File: config.mk
export PLATFORM = sky130hd
export DESIGN_NAME = hex_digit_scanner
export DESIGN_NICKNAME = d
export VERILOG_FILES = /design/src/rtl/hex_digit_scanner.sv
export SDC_FILE = /design/constraint.sdc
export NUM_CORES = 1
export LEC_CHECK = 0
export ABC_CLOCK_PERIOD_IN_PS = 2450
export CAP_MARGIN = 40
export CORE_MARGIN = 10
export CORE_UTILIZATION = 50
export CTS_BUF_LIST = sky130_fd_sc_hd__clkbuf_16
export DETAILED_ROUTE_END_ITERATION = 6
export HOLD_SLACK_MARGIN = 0.1
export PLACE_DENSITY_LB_ADDON = 0.08
export SLEW_MARGIN = 0
export SYNTH_ARGS = -nofsm -noshare
export SYNTH_HDL_FRONTEND = slang
export SYNTH_SLANG_ARGS = --single-unit
File: constraint.sdc
create_clock -name clk -period 2.45 [get_ports clk]
set_input_delay 0.245 -clock clk [delete_from_list [all_inputs] [get_ports clk]]
set_output_delay 0.245 -clock clk [all_outputs]
set_load 0.005 [all_outputs]
File: src/rtl/hex_digit_scanner.sv
// Time-multiplexed hex digit scanner: one nibble at a time on nibble_out, one-hot digit_en with
// an optional blanking gap per digit; new values are swapped in only at frame boundaries.
module hex_digit_scanner #(
  parameter int NUM_DIGITS   = 4,
  parameter int PRESCALE     = 1024,
  parameter int BLANK_CYCLES = 2
) (
  input  logic                    clk,
  input  logic                    reset,
  input  logic [4*NUM_DIGITS-1:0] value_in,
  input  logic                    load,
  input  logic                    lz_en,
  output logic [3:0]              nibble_out,
  output logic [NUM_DIGITS-1:0]   digit_en,
  output logic                    load_ack,
  output logic                    frame_start
);

  localparam int VAL_W   = 4 * NUM_DIGITS;
  localparam int IDX_W   = $clog2(NUM_DIGITS);
  localparam int CNT_MAX = (PRESCALE > BLANK_CYCLES) ? PRESCALE : BLANK_CYCLES;
  localparam int CNT_W   = (CNT_MAX <= 1) ? 1 : $clog2(CNT_MAX);

  localparam logic [CNT_W-1:0] SHOW_LAST  = CNT_W'(PRESCALE - 1);
  localparam logic [CNT_W-1:0] BLANK_LAST = CNT_W'((BLANK_CYCLES > 0) ? BLANK_CYCLES - 1 : 0);
  localparam logic [IDX_W-1:0] IDX_LAST   = IDX_W'(NUM_DIGITS - 1);

  typedef enum logic {
    ST_BLANK = 1'b0,
    ST_SHOW  = 1'b1
  } state_t;

  localparam state_t ST_INIT = (BLANK_CYCLES == 0) ? ST_SHOW : ST_BLANK;
  localparam state_t ST_POST_SHOW = (BLANK_CYCLES == 0) ? ST_SHOW : ST_BLANK;

  state_t            state_q, state_d;
  logic [IDX_W-1:0]  idx_q, idx_d;
  logic [CNT_W-1:0]  cnt_q, cnt_d;
  logic [VAL_W-1:0]  display_q, display_d;
  logic [VAL_W-1:0]  shadow_q, shadow_d;
  logic              pending_q, pending_d;
  logic              boundary;
  logic              ack_d;
  logic [3:0]        nibble_d;
  logic [NUM_DIGITS-1:0] en_d;

  // upper_zero[i]: nibble i and every more significant nibble of the next display value are zero
  logic [NUM_DIGITS:1] upper_zero;

  always_comb begin
    state_d   = state_q;
    idx_d     = idx_q;
    cnt_d     = cnt_q + CNT_W'(1);
    boundary  = 1'b0;
    display_d = display_q;
    shadow_d  = shadow_q;
    pending_d = pending_q;
    ack_d     = 1'b0;

    if (state_q == ST_BLANK) begin
      if (cnt_q == BLANK_LAST) begin
        state_d = ST_SHOW;
        cnt_d   = '0;
      end
    end else begin
      if (cnt_q == SHOW_LAST) begin
        state_d = ST_POST_SHOW;
        cnt_d   = '0;
        if (idx_q == IDX_LAST) begin
          idx_d    = '0;
          boundary = 1'b1;
        end else begin
          idx_d = idx_q + IDX_W'(1);
        end
      end
    end

    // A load on the boundary cycle bypasses the shadow so it shows in the very next frame
    if (boundary) begin
      if (load) begin
        display_d = value_in;
        ack_d     = 1'b1;
      end else if (pending_q) begin
        display_d = shadow_q;
        ack_d     = 1'b1;
      end
      pending_d = 1'b0;
    end else if (load) begin
      shadow_d  = value_in;
      pending_d = 1'b1;
    end
  end

  assign upper_zero[NUM_DIGITS] = 1'b1;

  generate
    for (genvar gi = 1; gi < NUM_DIGITS; gi++) begin : g_upper_zero
      assign upper_zero[gi] = (display_d[4*gi +: 4] == 4'h0) && upper_zero[gi+1];
    end
  endgenerate

  // Outputs are computed from next state so the registered values line up with the live state
  generate
    for (genvar gi = 0; gi < NUM_DIGITS; gi++) begin : g_digit_en
      if (gi == 0) begin : g_lsd
        assign en_d[gi] = (state_d == ST_SHOW) && (idx_d == IDX_W'(gi));
      end else begin : g_upper
        assign en_d[gi] = (state_d == ST_SHOW) && (idx_d == IDX_W'(gi)) &&
                          !(lz_en && upper_zero[gi]);
      end
    end
  endgenerate

  always_comb begin
    nibble_d = 4'h0;
    for (int i = 0; i < NUM_DIGITS; i++) begin
      if (idx_d == IDX_W'(i)) begin
        nibble_d = display_d[4*i +: 4];
      end
    end
  end

  always_ff @(posedge clk) begin
    if (reset) begin
      state_q     <= ST_INIT;
      idx_q       <= '0;
      cnt_q       <= '0;
      display_q   <= '0;
      shadow_q    <= '0;
      pending_q   <= 1'b0;
      nibble_out  <= 4'h0;
      digit_en    <= '0;
      load_ack    <= 1'b0;
      frame_start <= 1'b0;
    end else begin
      state_q     <= state_d;
      idx_q       <= idx_d;
      cnt_q       <= cnt_d;
      display_q   <= display_d;
      shadow_q    <= shadow_d;
      pending_q   <= pending_d;
      nibble_out  <= nibble_d;
      digit_en    <= en_d;
      load_ack    <= ack_d;
      frame_start <= boundary;
    end
  end

endmodule

Yosys cells after proc, flatten, opt, wreduce, memory -nomap -nowiden
Cells that the tools add are included.

Logic and storage cells: 62. Flip-flop bits (word level): 56. Output and inout port bits: 10. Input bits: 20.

Bitwise logic cells: 1. Equality and inequality tests: 6. $add $sub $neg: 2. Mux-type cells: 21. Reductions and logical operators: 22.

Operators with widths (count): 2-to-1 mux 16 bit (3); 2-to-1 mux 10 bit (3); 2-to-1 mux 4 bit (4); logical AND 1 bit (12); logical NOT 4 bit (3); adder 10 x 1 -> 10 bit (second input constant) (1); equality test 10 x 1 -> 1 bit (second input constant) (1); equality test 10 bit (second input constant) (1); 2-to-1 mux 1 bit (8); equality test 2 bit (second input constant) (3); 2-to-1 mux 2 bit (3); OR reduction 2 bit (2); logical NOT 1 bit (3); adder 2 x 1 -> 2 bit (second input constant) (1); equality test 2 x 1 -> 1 bit (second input constant) (1); logical NOT 2 bit (1); AND reduction 2 bit (1); NOT 1 bit (1).

Depth between registers and ports, before layout
Gate-level depths: netlist of the first run.

Depth in word-level cells: 11. Gate-level depth with buffers: 9. Mapped depth without buffers: 7.

Worst setup path after synthesis of the first run
No wires, ideal clock.

Path kind: reg2reg. Start point: register cnt_q[0]. End point: register digit_en[1]. Slack: 148 ps. Cell stages (with the launch flop): 9. Setup time: 133 ps. Clock period less this slack: 2302 ps. Arrival: 2170 ps. Path through: dfxtp_1 -> ha_1 -> nand3_1 -> or4_1 -> buf_2 -> o32a_1 -> o221a_4 -> nor4_4 -> a31oi_1.

Cells in the longest elaborated chain, start to end: 10. Elaborated cells on any way between the ends: 20. Those cells by class: 3 x eq/ne; 8 x mux; 9 x reduce/logical.

RTL lines: start: declaration (RTL line 38) `logic [CNT_W-1:0] cnt_q, cnt_d;`; start signal: assignment (RTL line 138) `cnt_q <= cnt_d;`; equality test 10 bit (RTL line 66) `if (cnt_q == SHOW_LAST) begin`; 2-to-1 mux 1 bit (RTL line 66); 2-to-1 mux 1 bit (RTL line 60) `if (state_q == ST_BLANK) begin`; 2-to-1 mux 16 bit (RTL line 79) `if (boundary) begin`; logical NOT 4 bit (RTL line 98) `assign upper_zero[gi] = (display_d[4*gi +: 4] == 4'h0) && upper_zero[gi+1];`; logical AND 1 bit (2 in a row) (RTL line 98); logical AND 1 bit (RTL line 109) `!(lz_en && upper_zero[gi]);`; logical NOT 1 bit (RTL line 109); logical AND 1 bit * (RTL line 108) `assign en_d[gi] = (state_d == ST_SHOW) && (idx_d == IDX_W'(gi)) &&`; end signal: assignment (RTL line 143) `digit_en <= en_d;`; end: declaration (RTL line 14) `output logic [NUM_DIGITS-1:0] digit_en,`.

Mark *: on every way between the ends. The rest lies on a longest branch, timed or not. A chain may end at the register's enable or synchronous reset.

Final worst setup path of the first run
Start point: register cnt_q[0]. End point: register nibble_out[0].

Cells in the longest elaborated chain, start to end: 8. Elaborated cells on any way between the ends: 14. Those cells by class: 4 x eq/ne; 9 x mux; 1 x reduce/logical.

RTL lines: equality test 10 bit * (RTL line 66); 2-to-1 mux 1 bit / 2-to-1 mux 2 bit (equally long branches) (RTL line 66); 2-to-1 mux 1 bit / 2-to-1 mux 2 bit (equally long branches) (RTL line 60); 2-to-1 mux 16 bit / logical NOT 2 bit (equally long branches) (RTL line 79, 117); 2-to-1 mux 4 bit (3 in a row) (RTL line 117) `if (idx_d == IDX_W'(i)) begin`; 2-to-1 mux 4 bit * (RTL line 117); end signal: assignment (RTL line 142) `nibble_out <= nibble_d;`; end: declaration (RTL line 13) `output logic [3:0] nibble_out,`.

Marks and branches as above.

==> results.sh, run 1 <==
export IMPL_syn_cell_area_sq_um=2560
export IMPL_syn_nets=312
export IMPL_area_growth_pct=28.2
export IMPL_status="complete, no violations"
export IMPL_cp_max_fo=8
export IMPL_clkSinkCount=56
export IMPL_start_util_pct=50.8
export IMPL_p_total_uw=1830
export IMPL_ys_seq_area_share_pct=43.7
export IMPL_fin_crit_ns=2.35
export IMPL_die_w_um=91.6
export IMPL_htreeDepth=2
export IMPL_synth_main_ff_cell="dfxtp_1"
export IMPL_ff2ff_path_depth=8
export IMPL_worstPathRequired_ns=2.64
export IMPL_cts_buffer_depth=2
export IMPL_end_kind="flop"
export IMPL_antenna_found_initial=0
export IMPL_n_fill_cell=435
export IMPL_setup_viol=0
export IMPL_grt_pass1_vias=2164
export IMPL_io_pins=30
export IMPL_gp_congestion=0.781
export IMPL_dp_hpwl_mm=4.54
export IMPL_vdd_drop_max_uv=346
export IMPL_route_detailed_drc=0
export IMPL_place_ws_ns=-0.0181
export IMPL_portBuffers=29
export IMPL_holdPathStages=2
export IMPL_diodes=0
export IMPL_r2r_start="cnt_q[0]$_SDFF_PP0_"
export IMPL_core_sq_um=5040
export IMPL_yosys_warnings=0
export IMPL_synth_most_common_cell="dfxtp_1"
export IMPL_synth_common_cells="56 x dfxtp_1, 48 x nand2_1, 27 x a21oi_1, 27 x nor2_1"
export IMPL_synth_largest_area_cell="dfxtp_1"
export IMPL_synth_top_cell_area_share_pct=43.7
export IMPL_drv_slew=0
export IMPL_critical_path_class="flop to flop"
export IMPL_async_flop_share_pct=0
export IMPL_finalHoldViolations=0
export IMPL_clk_pin_slew_ns=0.07
export IMPL_drt_wirelength_per_cell_um=15.4
export IMPL_cp_start_kind="flop"
export IMPL_cts_tree="done"
export IMPL_syn_inst=289
export IMPL_fin_crit_sh_pct=95.8
export IMPL_reg2reg_setup_slack_ns=0.10
export IMPL_slew_headroom_pct=56.3
export IMPL_power_density_nw_per_um2=556
export IMPL_grt_pass1_wl_mm=10.4
export IMPL_setup_slack_ns=0.103
export IMPL_grt_max_degree=42
export IMPL_numCtsBuffers=5
export IMPL_grt_ovfl_total=0
export IMPL_rsz0062_at_grt="false"
export IMPL_wirelength_mm=6.26
export IMPL_cp_arrival_ns=2.54
export IMPL_rows=26
export IMPL_via_per_inst=5.45
export IMPL_min_path_type="flop to flop"
export IMPL_cts_root_buf="clkbuf_16"
export IMPL_dieHeight_um=91.6
export IMPL_fin_nets=357
export IMPL_synth_cell_types=46
export IMPL_p_leak_uw=0.00122
export IMPL_hold_slack_ns=0.459
export IMPL_drive_above_1_share_pct=17.6
export IMPL_drv_cap=0
export IMPL_clock_fmax_mhz=426
export IMPL_clk_latency_ns=0.28
export IMPL_skew_ns=0.00401
export IMPL_track_usage_pct=14.9
export IMPL_vias=2207
export IMPL_fin_util_pct=65.2
export IMPL_synthTopCellsByArea="dfxtp_1 44%, nand2_1 7.0%, a21oi_1 5.3%"
export IMPL_avgSynthCellArea_sq_um=8.87
export IMPL_drtIter0Drc=130
export IMPL_hold_path_end="shadow_q[10]$_SDFFE_PP0P_"
export IMPL_holdCritStartpoint="shadow_q[10]$_SDFFE_PP0P_"
export IMPL_firstDrtPassIters=5
export IMPL_ant_nets=0
export IMPL_synth_seq_cells=56
export IMPL_die_area_sq_um=8390
export IMPL_timing_rr_end="nibble_out[0]$_SDFF_PP0_"
export IMPL_tightest_slew_ns=0.652
export IMPL_synth_edff_count=0
[cell usage in the layout, fill, tap and decap left out, types with 6 or more instances in the layout]
master           instances
nor2_1                  27
clkdlybuf4s50_1         29
nor2b_1                  6
nand2_1                 48
dfxtp_1                 55
buf_4                   25
o32a_1                   6
inv_1                   10
nand3_1                  7
mux2i_1                 10
a21oi_1                 27
[how the worst max path moves through the flow]
stage | cells after the start | to | slack [ns] | startpoint
2_1_floorplan | 8 | digit_en[1]$_SDFF_PP0_ | 0.15 | cnt_q[0]$_SDFF_PP0_
3_3_place_gp | 7 | digit_en[2]$_SDFF_PP0_ | 0.04 | cnt_q[1]$_SDFF_PP0_
3_5_place_dp | 7 | digit_en[1]$_SDFF_PP0_ | -0.02 | cnt_q[1]$_SDFF_PP0_
4_1_cts | 9 | digit_en[1]$_SDFF_PP0_ | 0.04 | cnt_q[1]$_SDFF_PP0_
5_1_grt | 7 | digit_en[3]$_SDFF_PP0_ | 0.005 | idx_q[0]$_SDFF_PP0_
6_report | 8 | nibble_out[0]$_SDFF_PP0_ | 0.10 | cnt_q[0]$_SDFF_PP0_
[critical path: stages (launching register included)]
cell,delay [ns]
dfxtp_1,0.39
ha_4,0.18
nand3_4,0.11
nor4_4,0.40
buf_4,0.19
mux2i_1,0.17
buf_4,0.18
mux2_2,0.35
a221oi_2,0.28
[area by class of cell]
cell class	count	area, sq um	share of cell area, %
Clock buffer	5	125	3.81
Multi-Input combinational cell	206	1390	42.1
Timing Repair Buffer	56	518	15.8
Tap cell	70	87.6	2.66
Clock inverter	3	15.0	0.457
Inverter	9	33.8	1.03
Sequential cell	56	1120	34.1
[per-stage QoR]
| step | instances | area (sq um) | setup TNS [ns] |
|---|---|---|---|
| floorplan | 289 | 2560 | 0 |
| global placement | 395 | 3080 | 0 |
| detailed placement | 395 | 3080 | -0.0272 |
| CTS | 403 | 3230 | 0 |
| global route | 405 | 3290 | 0 |
| finish | 405 | 3290 | 0 |
[layer usage]
metal / share of wire [%] / GRT usage, %
met1: 47 / 19.0
met2: 47 / 25.1
met3: 5.2 / 2.96
met5: 0 / 0
met4: 0.64 / 3.92
[flip-flops by register name, summed over array words and instances, names as in the netlist]
register	flops
state_q	1
idx_q	2
pending_q	1
load_ack	1
cnt_q	10
digit_en	4
nibble_out	4
display_q	16
frame_start	1
shadow_q	16
[power by group]
part | switching [uW] | internal, uW
Clock | 310 | 372
Combinational | 92.4 | 89.8
Sequential | 22.2 | 941
Total | 424 | 1400
[cell families after synthesis]
group / after synthesis / synth area share [%]
AND/OR/NAND/NOR: 120 / 23.7
AO/OA/AOI/OAI: 61 / 18.1
buffers and inverters: 27 / 4.59
flip-flops: 56 / 43.7
multiplexers: 15 / 6.05
adder cells (fa/ha/maj): 3 / 1.46
XOR/XNOR: 7 / 2.39
[repair_timing]
action,in CTS,in global routing
pin swaps,0,1
endpoints found under the setup margin,3,7
resized for setup,2,9
hold buffers,0,0
buffers inserted,0,2
Power figures use the tool's default switching activity.
==> run 2: changes to the inputs <==
Settings changed: CORE_MARGIN 10 to 2, RECOVER_POWER set to 50.
==> results.sh, run 2 (same netlist as run 1, synthesis figures left out) <==
export IMPL_min_path_type="flop to flop"
export IMPL_dieHeight_um=75.6
export IMPL_setup_viol=0
export IMPL_clkSinkCount=56
export IMPL_drt_wirelength_per_cell_um=14.9
export IMPL_worstPathRequired_ns=2.61
export IMPL_status="complete, no violations"
export IMPL_vdd_drop_max_uv=432
export IMPL_die_w_um=75.6
export IMPL_fin_nets=352
export IMPL_start_util_pct=50.8
export IMPL_tightest_slew_ns=0.772
export IMPL_diodes=0
export IMPL_hold_buffers=0
export IMPL_via_per_inst=5.62
export IMPL_layout_common_cells="55 x dfxtp_1, 48 x nand2_1, 27 x nor2_1, 27 x a21oi_1, 20 x buf_4"
export IMPL_gp_congestion=0.860
export IMPL_core_sq_um=5040
export IMPL_drtIter0Drc=124
export IMPL_power_density_nw_per_um2=594
export IMPL_io_pins=30
export IMPL_max_stage_delay_ns=0.58
export IMPL_critical_path_class="flop to flop"
export IMPL_grt_ovfl_total=0
export IMPL_fin_crit_ns=2.33
export IMPL_critPathBufInv=0
export IMPL_clock_fmax_mhz=429
export IMPL_final_common_cell="dfxtp_1"
export IMPL_final_area_sq_um=3220
export IMPL_clk_latency_ns=0.29
export IMPL_drv_cap=0
export IMPL_grt_pass1_vias=2123
export IMPL_grt_max_degree=28
export IMPL_n_fill_cell=461
export IMPL_ant_nets=0
export IMPL_drive_above_1_share_pct=14.8
export IMPL_die_area_sq_um=5720
export IMPL_finalHoldViolations=0
export IMPL_fin_crit_sh_pct=95.2
export IMPL_crit_chain="ha_2 > nand3_2 > or4_4 > o32a_1 > o221a_4 > nor4_4 > a31oi_1"
export IMPL_slew_headroom_pct=48.3
export IMPL_rows=26
export IMPL_portBuffers=29
export IMPL_dp_hpwl_mm=4.34
export IMPL_firstDrtPassIters=4
export IMPL_cp_top_family="simple AND/OR/NAND/NOR gates"
export IMPL_place_inst=389
export IMPL_end_kind="flop"
export IMPL_rsz0062_at_grt="false"
export IMPL_reg_top3="display_q: 16 flops, shadow_q: 16 flops, cnt_q: 10 flops"
export IMPL_skew_ns=0.00473
export IMPL_final_setup_tns_ns=0
export IMPL_area_growth_pct=25.7
export IMPL_fin_cells=400
export IMPL_grt_pass1_wl_mm=9.78
export IMPL_slowest_stage="or4_4"
export IMPL_drv_slew=0
export IMPL_cts_buffer_depth=2
export IMPL_antenna_found_initial=0
export IMPL_setup_slack_ns=0.118
export IMPL_clk_pin_slew_ns=0.06
export IMPL_cp_max_fo=6
export IMPL_place_ws_ns=-0.0200
export IMPL_place_area_sq_um=3020
export IMPL_cts_tree="done"
export IMPL_p_total_uw=1910
export IMPL_numCtsBuffers=5
export IMPL_p_leak_uw=0.00123
export IMPL_cts_root_buf="clkbuf_16"
export IMPL_cp_arrival_ns=2.50
export IMPL_vias=2246
export IMPL_route_detailed_drc=0
export IMPL_htreeDepth=2
export IMPL_track_usage_pct=22.7
export IMPL_wirelength_mm=5.96
export IMPL_cp_start_kind="flop"
[run 2: cell types whose count changed in the layout (fill, tap and decap cells not counted), sizes merged]
cell and delta:
clkdlybuf4s50 -10, dlygate4sd3 +10, buf -6, bufinv +1
clkbuf +1, clkinv +1, clkinvlp -1, inv -1
[run 2: per-layer routing]
layer / vias to the layer above / global-route usage, % / wire, um / part of all wire (%)
met4: 0 / 7.02 / 76 / 1.3
met1: 1076 / 28.9 / 2660 / 45
met2: 48 / 39.4 / 3000 / 50
met3: 9 / 3.57 / 225 / 3.8
met5: - / 0 / 0 / 0
li1: 1113 / - / - / -
[run 2: repair_timing]
action	CTS	global route
pin swaps	0	1
gates cloned	0	0
buffers inserted	0	3
gates resized for setup	1	4
endpoints found under the setup margin	2	7
endpoints found under the hold margin	0	0
[run 2: report_power, final]
group          leakage [uW]  switching (uW)  internal, uW  total (uW)
combinational      0.000698            89.5          79.8         169
clock             0.0000789             309           475         784
sequential         0.000456            20.1           940         960
total               0.00123             418          1500        1910
[run 2: layout make-up]
class / instances / area, sq um / share of cell area (%)
Clock inverter: 3 / 37.5 / 1.17
Multi-Input combinational cell: 206 / 1350 / 41.9
Timing Repair Buffer: 51 / 464 / 14.4
Tap cell: 70 / 87.6 / 2.72
Inverter: 9 / 33.8 / 1.05
Sequential cell: 56 / 1120 / 34.8
Clock buffer: 5 / 125 / 3.88
[run 2: per-stage QoR]
stage	utilization, %	hold WS [ns]
after floorplan	-	0.381
after global placement	59.9	0.445
after detailed placement	59.9	0.453
after CTS	63.2	0.463
after global routing	63.9	0.475
final	63.9	0.460
[run 2: worst paths after layout]
kind	end	start	depth (start not counted)	slack (ns)
worst max-delay path	digit_en[1]$_SDFF_PP0_	cnt_q[1]$_SDFF_PP0_	7	0.12
worst min-delay path	shadow_q[15]$_SDFFE_PP0P_	shadow_q[15]$_SDFFE_PP0P_	2	0.46
worst max register to register	digit_en[1]$_SDFF_PP0_	cnt_q[1]$_SDFF_PP0_	7	0.12
worst min register to register	shadow_q[15]$_SDFFE_PP0P_	shadow_q[15]$_SDFFE_PP0P_	2	0.46
[run 2: worst min-delay path, cell delays in order (launching register included)]
cell	delay [ns]
dfxtp_1	0.31
nand2_1	0.05
a21oi_1	0.05
